--- config.mk ---
export PLATFORM = sky130hd
export DESIGN_NAME = pulse_stretch
export DESIGN_NICKNAME = d
export VERILOG_FILES = /design/src/rtl/fir_pkg.sv /design/src/rtl/sat_cnt.sv /design/src/rtl/pulse_stretch.sv
export SDC_FILE = /design/constraint.sdc
export NUM_CORES = 1
export LEC_CHECK = 0
export BUFFER_PORTS_ARGS = -buffer_cell sky130_fd_sc_hd__buf_2
export CORE_ASPECT_RATIO = 1.75
export CORE_UTILIZATION = 29
export CTS_BUF_LIST = sky130_fd_sc_hd__clkbuf_8
export CTS_CLUSTER_SIZE = 14
export DETAILED_ROUTE_END_ITERATION = 8
export GPL_TIMING_DRIVEN = 0
export PLACE_DENSITY = 0.5
export SETUP_SLACK_MARGIN = 0.4
export SYNTH_ARGS = -nofsm -noshare
export SYNTH_HDL_FRONTEND = slang
export SYNTH_SLANG_ARGS = --single-unit
--- constraint.sdc ---
create_clock -name clk -period 1.7 [get_ports clk]
set_clock_uncertainty 0.1 [all_clocks]
set_input_delay 0.255 -clock clk [delete_from_list [all_inputs] [get_ports clk]]
set_output_delay 0.255 -clock clk [all_outputs]
set_load 0.005 [all_outputs]
--- src/rtl/fir_pkg.sv ---
// Shared FIR-datapath definitions: pulse_stretch state encoding.
// Unused code 2'd3 is never produced and recovers to idle.
package fir_pkg;

  localparam logic [1:0] ST_IDLE   = 2'd0;
  localparam logic [1:0] ST_ACTIVE = 2'd1;
  localparam logic [1:0] ST_HOLD   = 2'd2;

  typedef enum logic [1:0] {
    S_IDLE   = ST_IDLE,
    S_ACTIVE = ST_ACTIVE,
    S_HOLD   = ST_HOLD
  } state_t;

endpackage

--- src/rtl/sat_cnt.sv ---
// Saturating up-counter: sticks at all-ones instead of wrapping; cleared only by reset.
module sat_cnt #(
  parameter int W = 8
) (
  input  logic         clk,
  input  logic         reset,
  input  logic         inc,
  output logic [W-1:0] q
);

  function automatic logic [W-1:0] sat_inc(input logic [W-1:0] v);
    return (&v) ? v : v + W'(1);
  endfunction

  always_ff @(posedge clk) begin
    if (reset)
      q <= '0;
    else if (inc)
      q <= sat_inc(q);
  end

endmodule

--- src/rtl/pulse_stretch.sv ---
// Strobe-to-level stretcher with post-pulse holdoff and dropped-trigger accounting.
// Define PULSE_STRETCH_RETRIGGER_EN to let a trig during the level reload its length.
module pulse_stretch
  import fir_pkg::*;
#(
  parameter int CNT_W   = 8,
  parameter int HOLDOFF = 2,
  parameter int DROP_W  = 8
) (
  input  logic              clk,
  input  logic              reset,
  input  logic              trig,
  input  logic [CNT_W-1:0]  len,
  output logic              level,
  output logic              busy,
  output logic              done,
  output logic              drop,
  output logic [DROP_W-1:0] drop_cnt
);

  localparam int HCNT_W = (HOLDOFF > 1) ? $clog2(HOLDOFF + 1) : 1;

`ifdef PULSE_STRETCH_RETRIGGER_EN
  localparam bit RETRIG_EN = 1'b1;
`else
  localparam bit RETRIG_EN = 1'b0;
`endif

  state_t            state, state_nxt;
  logic [CNT_W-1:0]  cnt, cnt_nxt;
  logic [HCNT_W-1:0] hcnt, hcnt_nxt;
  logic              level_nxt;
  logic              done_nxt;
  logic              refuse;

  always_comb begin
    state_nxt = state;
    cnt_nxt   = cnt;
    hcnt_nxt  = hcnt;
    level_nxt = level;
    done_nxt  = 1'b0;
    refuse    = 1'b0;
    case (state)
      S_IDLE: begin
        if (trig && (len != '0)) begin
          cnt_nxt   = len;
          level_nxt = 1'b1;
          state_nxt = S_ACTIVE;
        end
      end
      S_ACTIVE: begin
        // With retrigger enabled nothing in ACTIVE is a drop; len==0 is simply ignored.
        refuse = trig && !RETRIG_EN;
        if (RETRIG_EN && trig && (len != '0)) begin
          cnt_nxt = len;
        end else if (cnt <= CNT_W'(1)) begin
          level_nxt = 1'b0;
          done_nxt  = 1'b1;
          cnt_nxt   = '0;
          hcnt_nxt  = HCNT_W'(HOLDOFF);
          state_nxt = (HOLDOFF > 0) ? S_HOLD : S_IDLE;
        end else begin
          cnt_nxt = cnt - CNT_W'(1);
        end
      end
      S_HOLD: begin
        refuse = trig;
        if (hcnt <= HCNT_W'(1)) begin
          hcnt_nxt  = '0;
          state_nxt = S_IDLE;
        end else begin
          hcnt_nxt = hcnt - HCNT_W'(1);
        end
      end
      default: begin
        level_nxt = 1'b0;
        state_nxt = S_IDLE;
      end
    endcase
  end

  always_ff @(posedge clk) begin
    if (reset) begin
      state <= S_IDLE;
      cnt   <= '0;
      hcnt  <= '0;
      level <= 1'b0;
      done  <= 1'b0;
      drop  <= 1'b0;
    end else begin
      state <= state_nxt;
      cnt   <= cnt_nxt;
      hcnt  <= hcnt_nxt;
      level <= level_nxt;
      done  <= done_nxt;
      drop  <= refuse;
    end
  end

  assign busy = (state != S_IDLE);

  sat_cnt #(.W(DROP_W)) u_drop_cnt (
    .clk   (clk),
    .reset (reset),
    .inc   (refuse),
    .q     (drop_cnt)
  );

endmodule

Word level (Yosys, flattened, before mapping)
Index checks and enable logic that the tools add are counted.

word-level totals
  bits in registers = 23
  bits in latches = 0
  RAM bits = 0
  bits in read-only memories = 0
  bits of input ports = 11
  output and inout port bits = 12
  logic and storage cells = 48
  memories kept = 0

operators by class
  add/subtract/negate cells = 3
  multipliers = 0
  divide/modulo/power cells = 0
  magnitude comparators = 2
  equality and inequality tests = 5
  shifts and indexed selects = 0
  muxes and demuxes = 14
  bitwise logic cells = 3
  reduce and logical (&&, ||, !) cells = 14

operators with widths
  cell                                                                              number
  8-bit 2-to-1 mux                                                                  2
  8-bit case mux with 2 select lines                                                1
  8-bit by 1-bit adder with 8-bit output, second input constant                     1
  8-bit by 1-bit less-or-equal comparator with 1-bit output, second input constant  1
  2-bit 2-to-1 mux                                                                  4
  8-bit AND reduction                                                               1
  8-bit nonzero test                                                                1
  8-bit by 1-bit subtractor with 8-bit output, second input constant                1
  2-bit != test, second input constant                                              3
  2-bit case mux with 3 select lines                                                1
  2-bit AND reduction                                                               3
  3-bit AND reduction                                                               2
  2-bit nonzero test                                                                3
  1-bit 2-to-1 mux                                                                  4
  2-bit case mux with 2 select lines                                                1
  2-bit OR reduction                                                                2
  1-bit NOT                                                                         3
  1-bit case mux with 3 select lines                                                1
  2-bit by 1-bit == test with 1-bit output, second input constant                   1
  2-bit == test, second input constant                                              1
  2-bit by 1-bit less-or-equal comparator with 1-bit output, second input constant  1
  2-bit zero test                                                                   1
  2-bit by 1-bit subtractor with 2-bit output, second input constant                1
  1-bit logical AND                                                                 1

Logic depth before layout (Yosys ltp)
Gate-level depths: netlist (run 1).

  depth after elaboration = 4
  depth in mapped cells = 7
  mapped depth without buffers = 6

By module
From an unflattened synthesis (run 1), not the netlist that was laid out.

second synthesis, totals
  cells, all modules = 161
  area total of the unflattened synthesis = 1418.9 um^2

modules (own cells, without submodules)
  module         times used  cells an instance  area an instance (um^2)  seq. area each (um^2)
  pulse_stretch  1           116                978.4                    300.3
  sat_cnt        1           45                 440.4                    160.2

Worst setup path before layout (run 1)
Ideal clock, no wire load.

  kind = register to register
  from = reg cnt[2]
  to = reg cnt[6]
  setup time = 60 ps
  arrival = 1626 ps
  setup slack = -86 ps
  stages on the path, launching flop included = 5
  clock period less this slack = 1786 ps
  cells stage by stage = dfxtp_1 -> or4_4 -> or4_1 -> a21oi_1 -> a32o_1

on the way
  cells in the longest elaborated chain, start to end = 3
  elaborated cells between the ends (all ways) = 4

RTL lines
  item                                                                                                                      line                                      text
  start, declared                                                                                                           pulse_stretch.sv:30                       logic [CNT_W-1:0] cnt, cnt_nxt;
  start signal, assigned                                                                                                    pulse_stretch.sv:92                       cnt <= cnt_nxt;
  8-bit by 1-bit subtractor with 8-bit output or 8-bit by 1-bit less-or-equal comparator with 1-bit output (tied branches)  pulse_stretch.sv:63, pulse_stretch.sv:56
  8-bit 2-to-1 mux (*)                                                                                                      pulse_stretch.sv:56                       end else if (cnt <= CNT_W'(1)) begin
  8-bit case mux with 2 select lines (*)                                                                                    pulse_stretch.sv:43                       case (state)

Mark *: on every way between the ends. The rest lies on a longest branch, timed or not.
A chain may end at the register's enable or synchronous reset.

Worst setup path after layout (run 1)
Ends and elaborated chain as after synthesis.

==> flow_summary.ini, run 1 <==
[yosys]
ys.warnings.count = 0
synthesis.nets = 177
synth-async-reset-ratio = 0
avgSynthCellArea_um2 = 8.46
synth_ff_type = dfxtp_1
ys_seq_area_frac = 0.340
synth_edf_count = 0
postSynthCellCount = 160
syn_area_mm2 = 0.00135
yosys.cell_types.count = 46
ys_ff_latch = 23

[grt]
grt_pass1_vias = 1572
grt_pass1_wl_mm = 7.27
grt_usage = 0.201
grt_max_degree = 14
antenna_found_initial = 0
grt_overflow = 0

[timing]
slew_headroom = 0.603
period_needed_ns = 1.85
rsz0062_at_grt = true
hold_viol_final = 0
worstMarginPinSlew_ns = 0.596
setup_viol = 8
max_clock_freq_ghz = 0.542
hold_slack_ns = 0.202
layout_setup_ws_ns = -0.145
drv_slew = 0
totalNegativeSetupSlack_ns = -0.796
finalCritPeriodShare = 1.09

[critical_path]
cp_top_family = simple AND/OR/NAND/NOR gates
end_kind = flop
crit_path_max_fanout = 5
cp_num_buf_inv = 0
r2r_slack_ns = -0.15
critPathMaxStageDelay_ns = 0.58
critical_path_arrival_ns = 1.96
path_class = reg -> reg
slowest_stage = or4_4
cp-start-kind = flop
critPathRequiredTime_ns = 1.81
worstPathCellList = or4_4, or4_1, a21oi_2, a32o_1

[final_layout]
final_cell_mix = buf_2 (21), buf_4 (19), dfxtp_1 (14)
post_route_cells_drive_above_1_share = 0.517
area_delta_synth_final_pct = 57.9
n_antenna_cell = 0
final_common_cell = buf_2
final_net_count = 229

[placed_design]
gp_congestion = 0.822
portBuffers = 22
dpl.hpwl_mm = 3.15

[route]
finalWirelength_mm = 4.73
drc = 0
dr.pass1.iters = 4
drt-initial-drc-count = 39
final_antenna_net_count = 0
routedWlPerCell_um = 18.1
vias_per_cell = 5.93
vias = 1553

[floorplanning]
ios = 23
die_area_mm2 = 0.00496
coreArea_mm2 = 0.00444
start_util = 0.305
num_rows = 32
fp.dieH_um = 92.4
fp.dieW_um = 53.7

[clock_tree]
clock-sinks = 23
clock_latency_ns = 0.26
path_clk_slew_ns = 0.08
cts_root_buffer = clkbuf_8
cts_made_buffers = 3
clock_path_buffers = 2
cts_max_level = 1
cts_tree = built

[power]
power.density_mw_per_mm2 = 1520
ir_drop_v = 0.000917
p_leak_nw = 0.830

[hold_path]
min-delay-path-class = in -> reg

[run_status]
outcome = finished with violations
violations = setup timing

[run]
max_cap_viol_count = 0
[final cells by class]
cell class,count,area [um2]
plain buffers,5,45.0
clock buffers,3,41.3
multi-input cells,120,1110
repair buffers,46,328
flip-flops and latches,23,487
inverters,13,56.3
fillers,407,2310
clock inverters,1,5.00
well taps,51,63.8
[cell families (layout without fill, tap and decap cells)]
kind of cell    after synthesis  count (layout)  synth area share
compound gates               52              53             0.304
xor+xnor                      2               2            0.0129
fa+ha+maj                     6               6            0.0555
buf+inv                      18              68            0.0592
flops                        23              23             0.340
mux                           1               1           0.00739
simple gates                 58              58             0.221
[metrics by stage]
stage	std cells	worst slack [ns]	total power [W]	utilization	cell area, um2
after floorplan	160	0.0265	0.00179	-	1500
after global placement	233	-0.142	0.00212	0.377	1680
after detailed placement	233	-0.128	0.00213	0.377	1680
after CTS	255	-0.123	0.00288	0.445	1980
after global routing	262	-0.175	0.00344	0.481	2140
final	262	-0.145	0.00325	0.481	2140
[worst min-delay path: stages]
cell	delay (ns)
buf_2	0.12
nand2_1	0.07
a311oi_1	0.08
[flip-flops by register name (all words and copies together), names as in the netlist]
register / count
hcnt: 2
done: 1
cnt: 8
state: 2
drop: 1
u_drop_cnt.q: 8
level: 1
[path summary, 6_finish.rpt]
kind | start | to | depth (start not counted)
max | cnt[2]$_SDFFE_PP0P_ | cnt[6]$_SDFFE_PP0P_ | 4
min | len[0] | cnt[0]$_SDFFE_PP0P_ | 3
max reg2reg | cnt[2]$_SDFFE_PP0P_ | cnt[6]$_SDFFE_PP0P_ | 4
min reg2reg | hcnt[0]$_SDFFE_PP0P_ | hcnt[0]$_SDFFE_PP0P_ | 2
[per-layer routing]
layer | GRT usage | share of wire | up-vias
li1 | - | - | 726
met1 | 0.207 | 0.38 | 760
met2 | 0.364 | 0.56 | 53
met3 | 0.0213 | 0.033 | 14
met4 | 0.118 | 0.033 | 0
met5 | 0 | 0 | -
[synth_stat cells, types with 2 or more instances]
library cell | n | area, um2
o221a_2 | 3 | 33.8
a21oi_1 | 9 | 45.0
nor2b_1 | 3 | 18.8
buf_4 | 2 | 15.0
nand2_1 | 12 | 45.0
ha_1 | 6 | 75.1
nand3_1 | 8 | 40.0
or4_1 | 3 | 22.5
nor2_1 | 12 | 45.0
o21ai_0 | 2 | 10.0
dfxtp_1 | 23 | 460
o21a_1 | 2 | 15.0
o31ai_1 | 2 | 15.0
o32ai_1 | 4 | 35.0
a31oi_1 | 6 | 37.5
xor2_1 | 2 | 17.5
a2bb2oi_1 | 2 | 17.5
inv_1 | 13 | 48.8
or2_2 | 3 | 18.8
clkbuf_1 | 2 | 7.51
nor3_1 | 6 | 30.0
nor4_1 | 5 | 31.3
nand4_1 | 2 | 12.5
a311oi_1 | 4 | 35.0
or3b_2 | 2 | 17.5
o22ai_1 | 2 | 12.5
[power breakdown]
group | switching (W) | total (W) | internal, W | leakage [nW]
Clock | 0.000181 | 0.000344 | 0.000163 | 0.0255
Combinational | 0.00101 | 0.00205 | 0.00104 | 0.612
Sequential | 0.000177 | 0.000853 | 0.000676 | 0.193
[timing repair]
action | in CTS | in global routing
buffers inserted | 17 | 7
endpoints found under the hold margin | 0 | 0
setup endpoints to repair | 23 | 23
gates resized for setup | 27 | 15
hold buffers | 0 | 0
gates cloned | 1 | 0
pin swaps | 10 | 12
Note: power is estimated with default switching activity, not from simulation.
==> inputs of run 2 (changes only) <==
Settings changed: CTS_BUF_LIST sky130_fd_sc_hd__clkbuf_8 to sky130_fd_sc_hd__clkbuf_2.
==> run 2 against run 1 <==
Against the previous run: the flow still finishes with violations (setup timing); cell count grew 2.3%; non-clock buffer count grew 6; clock power shrank 32%.
==> flow_summary.ini, run 2 (synthesis gave the netlist of run 1 again) <==
[grt]
grt_overflow = 0
grt_pass1_wl_mm = 7.46
grt_max_degree = 14
grt_usage = 0.206
grt_pass1_vias = 1578
antenna_found_initial = 0

[floorplanning]
num_rows = 32
ios = 23
fp.dieH_um = 92.4
die_area_mm2 = 0.00496
fp.dieW_um = 53.7
start_util = 0.305
coreArea_mm2 = 0.00444

[critical_path]
critPathRequiredTime_ns = 1.85
cp-start-kind = flop
slowest_stage = or4_4
critPathMaxStageDelay_ns = 0.57
critical_path_arrival_ns = 1.99
end_kind = flop
cp_num_buf_inv = 2
cp_top_family = simple AND/OR/NAND/NOR gates
path_class = reg -> reg
crit_path_max_fanout = 4
worstPathCellList = or4_4, o31ai_4, buf_6, buf_4, o221a_2, a211oi_1

[route]
dr.pass1.iters = 4
vias = 1581
drc = 0
finalWirelength_mm = 4.71
vias_per_cell = 5.90
routedWlPerCell_um = 17.6
drt-initial-drc-count = 31
final_antenna_net_count = 0

[run_status]
outcome = finished with violations
violations = setup timing

[timing]
layout_setup_ws_ns = -0.142
period_needed_ns = 1.84
max_clock_freq_ghz = 0.543
finalCritPeriodShare = 1.08
setup_viol = 8
worstMarginPinSlew_ns = 0.655
drv_slew = 0
hold_viol_final = 0
totalNegativeSetupSlack_ns = -0.755
rsz0062_at_grt = true
slew_headroom = 0.559

[final_layout]
post_route_cells_drive_above_1_share = 0.571
reg_top3 = cnt x8, u_drop_cnt.q x8
final_cell_mix = buf_4 (23), buf_2 (16), buf_6 (14)
final_net_count = 235
area_delta_synth_final_pct = 62.6
final_common_cell = buf_4
fill_cells = 400
n_antenna_cell = 0
final_core_util = 0.495

[power]
combPwrFrac = 0.678
p_sw_w = 0.00139
p_total_w = 0.00323
p_sw_frac = 0.431
seq_power_share = 0.249
power.density_mw_per_mm2 = 1470
clkPwrFrac = 0.073
internal_power_w = 0.00184
p_leak_nw = 0.855
ir_drop_v = 0.000860

[placed_design]
dpl.hpwl_mm = 3.15
portBuffers = 22
post-place-ws_ns = -0.128
gp_congestion = 0.822

[clock_tree]
cts_max_level = 1
ctsHoldBuffers = 0
clock-sinks = 23
clock_latency_ns = 0.34
cts_root_buffer = clkbuf_2
path_clk_slew_ns = 0.24
cts_tree = built
clock_path_buffers = 2
cts_made_buffers = 3

[hold_path]
min-delay-path-class = in -> reg

[run]
max_cap_viol_count = 0
run 2: changes by cell type in the layout (fill, tap and decap cells not counted), moves of 3 or more:
cell / before / now
buf_2: 21 / 16
clkbuf_2: 0 / 3
dfxtp_1: 14 / 8
buf_4: 19 / 23
clkbuf_8: 4 / 0
dfxtp_4: 6 / 12
buf_6: 7 / 14
run 2: power by group through the flow:
stage | Sequential [W] | Clock [W] | Combinational, W
global placement | 0.000812 | 0 | 0.00131
global route | 0.000821 | 0.000259 | 0.00234
finish | 0.000804 | 0.000234 | 0.00219
CTS | 0.000798 | 0.000244 | 0.00181
floorplan | 0.000779 | 0 | 0.00101
detailed placement | 0.000815 | 0 | 0.00132
run 2: through the flow:
stage	instances	cell area [um2]	hold slack, ns
finish	268	2200	0.0754
floorplan	160	1500	0.321
detailed placement	233	1680	0.388
global route	268	2200	0.0579
global placement	233	1680	0.373
CTS	258	2010	0.0661
run 2: timing repair:
action | in CTS | in global routing
gates cloned | 1 | 0
setup endpoints to repair | 27 | 32
pin swaps | 13 | 14
resized for setup | 37 | 25
buffers inserted | 20 | 10
endpoints found under the hold margin | 0 | 0
run 2: layer usage:
layer	routed length, um	vias to the layer above	global-route usage
li1	-	742	-
met1	1740	760	0.217
met2	2600	63	0.371
met3	174	16	0.0197
met4	191	0	0.121
met5	0	-	0
run 2: final timing paths:
check                                           from                   end  slack (ns)  cells past startpoint
worst min register to register  hcnt[0]$_SDFFE_PP0P_  hcnt[0]$_SDFFE_PP0P_        0.42                      2
worst min-delay path                          len[0]   cnt[0]$_SDFFE_PP0P_        0.08                      3
worst max register to register   cnt[2]$_SDFFE_PP0P_   cnt[1]$_SDFFE_PP0P_       -0.14                      6
worst max-delay path             cnt[2]$_SDFFE_PP0P_   cnt[1]$_SDFFE_PP0P_       -0.14                      6
run 2: cell type report:
| type | count | area [um2] | share of cell area |
|---|---|---|---|
| multi-input combinational | 120 | 1110 | 0.504 |
| sequential | 23 | 509 | 0.231 |
| timing repair buffer | 52 | 403 | 0.183 |
| tap | 51 | 63.8 | 0.0290 |
| inverter | 13 | 53.8 | 0.0244 |
| buffer | 5 | 42.5 | 0.0193 |
| clock buffer | 3 | 15.0 | 0.00682 |
| clock inverter | 1 | 5.00 | 0.00227 |
run 2: worst reg2reg max path, delay by kind of cell, from the launching register on:
kind | cells | cell delay [ns]
compound gates | 3 | 0.40
flops | 1 | 0.41
buf+inv | 2 | 0.27
simple gates | 1 | 0.57
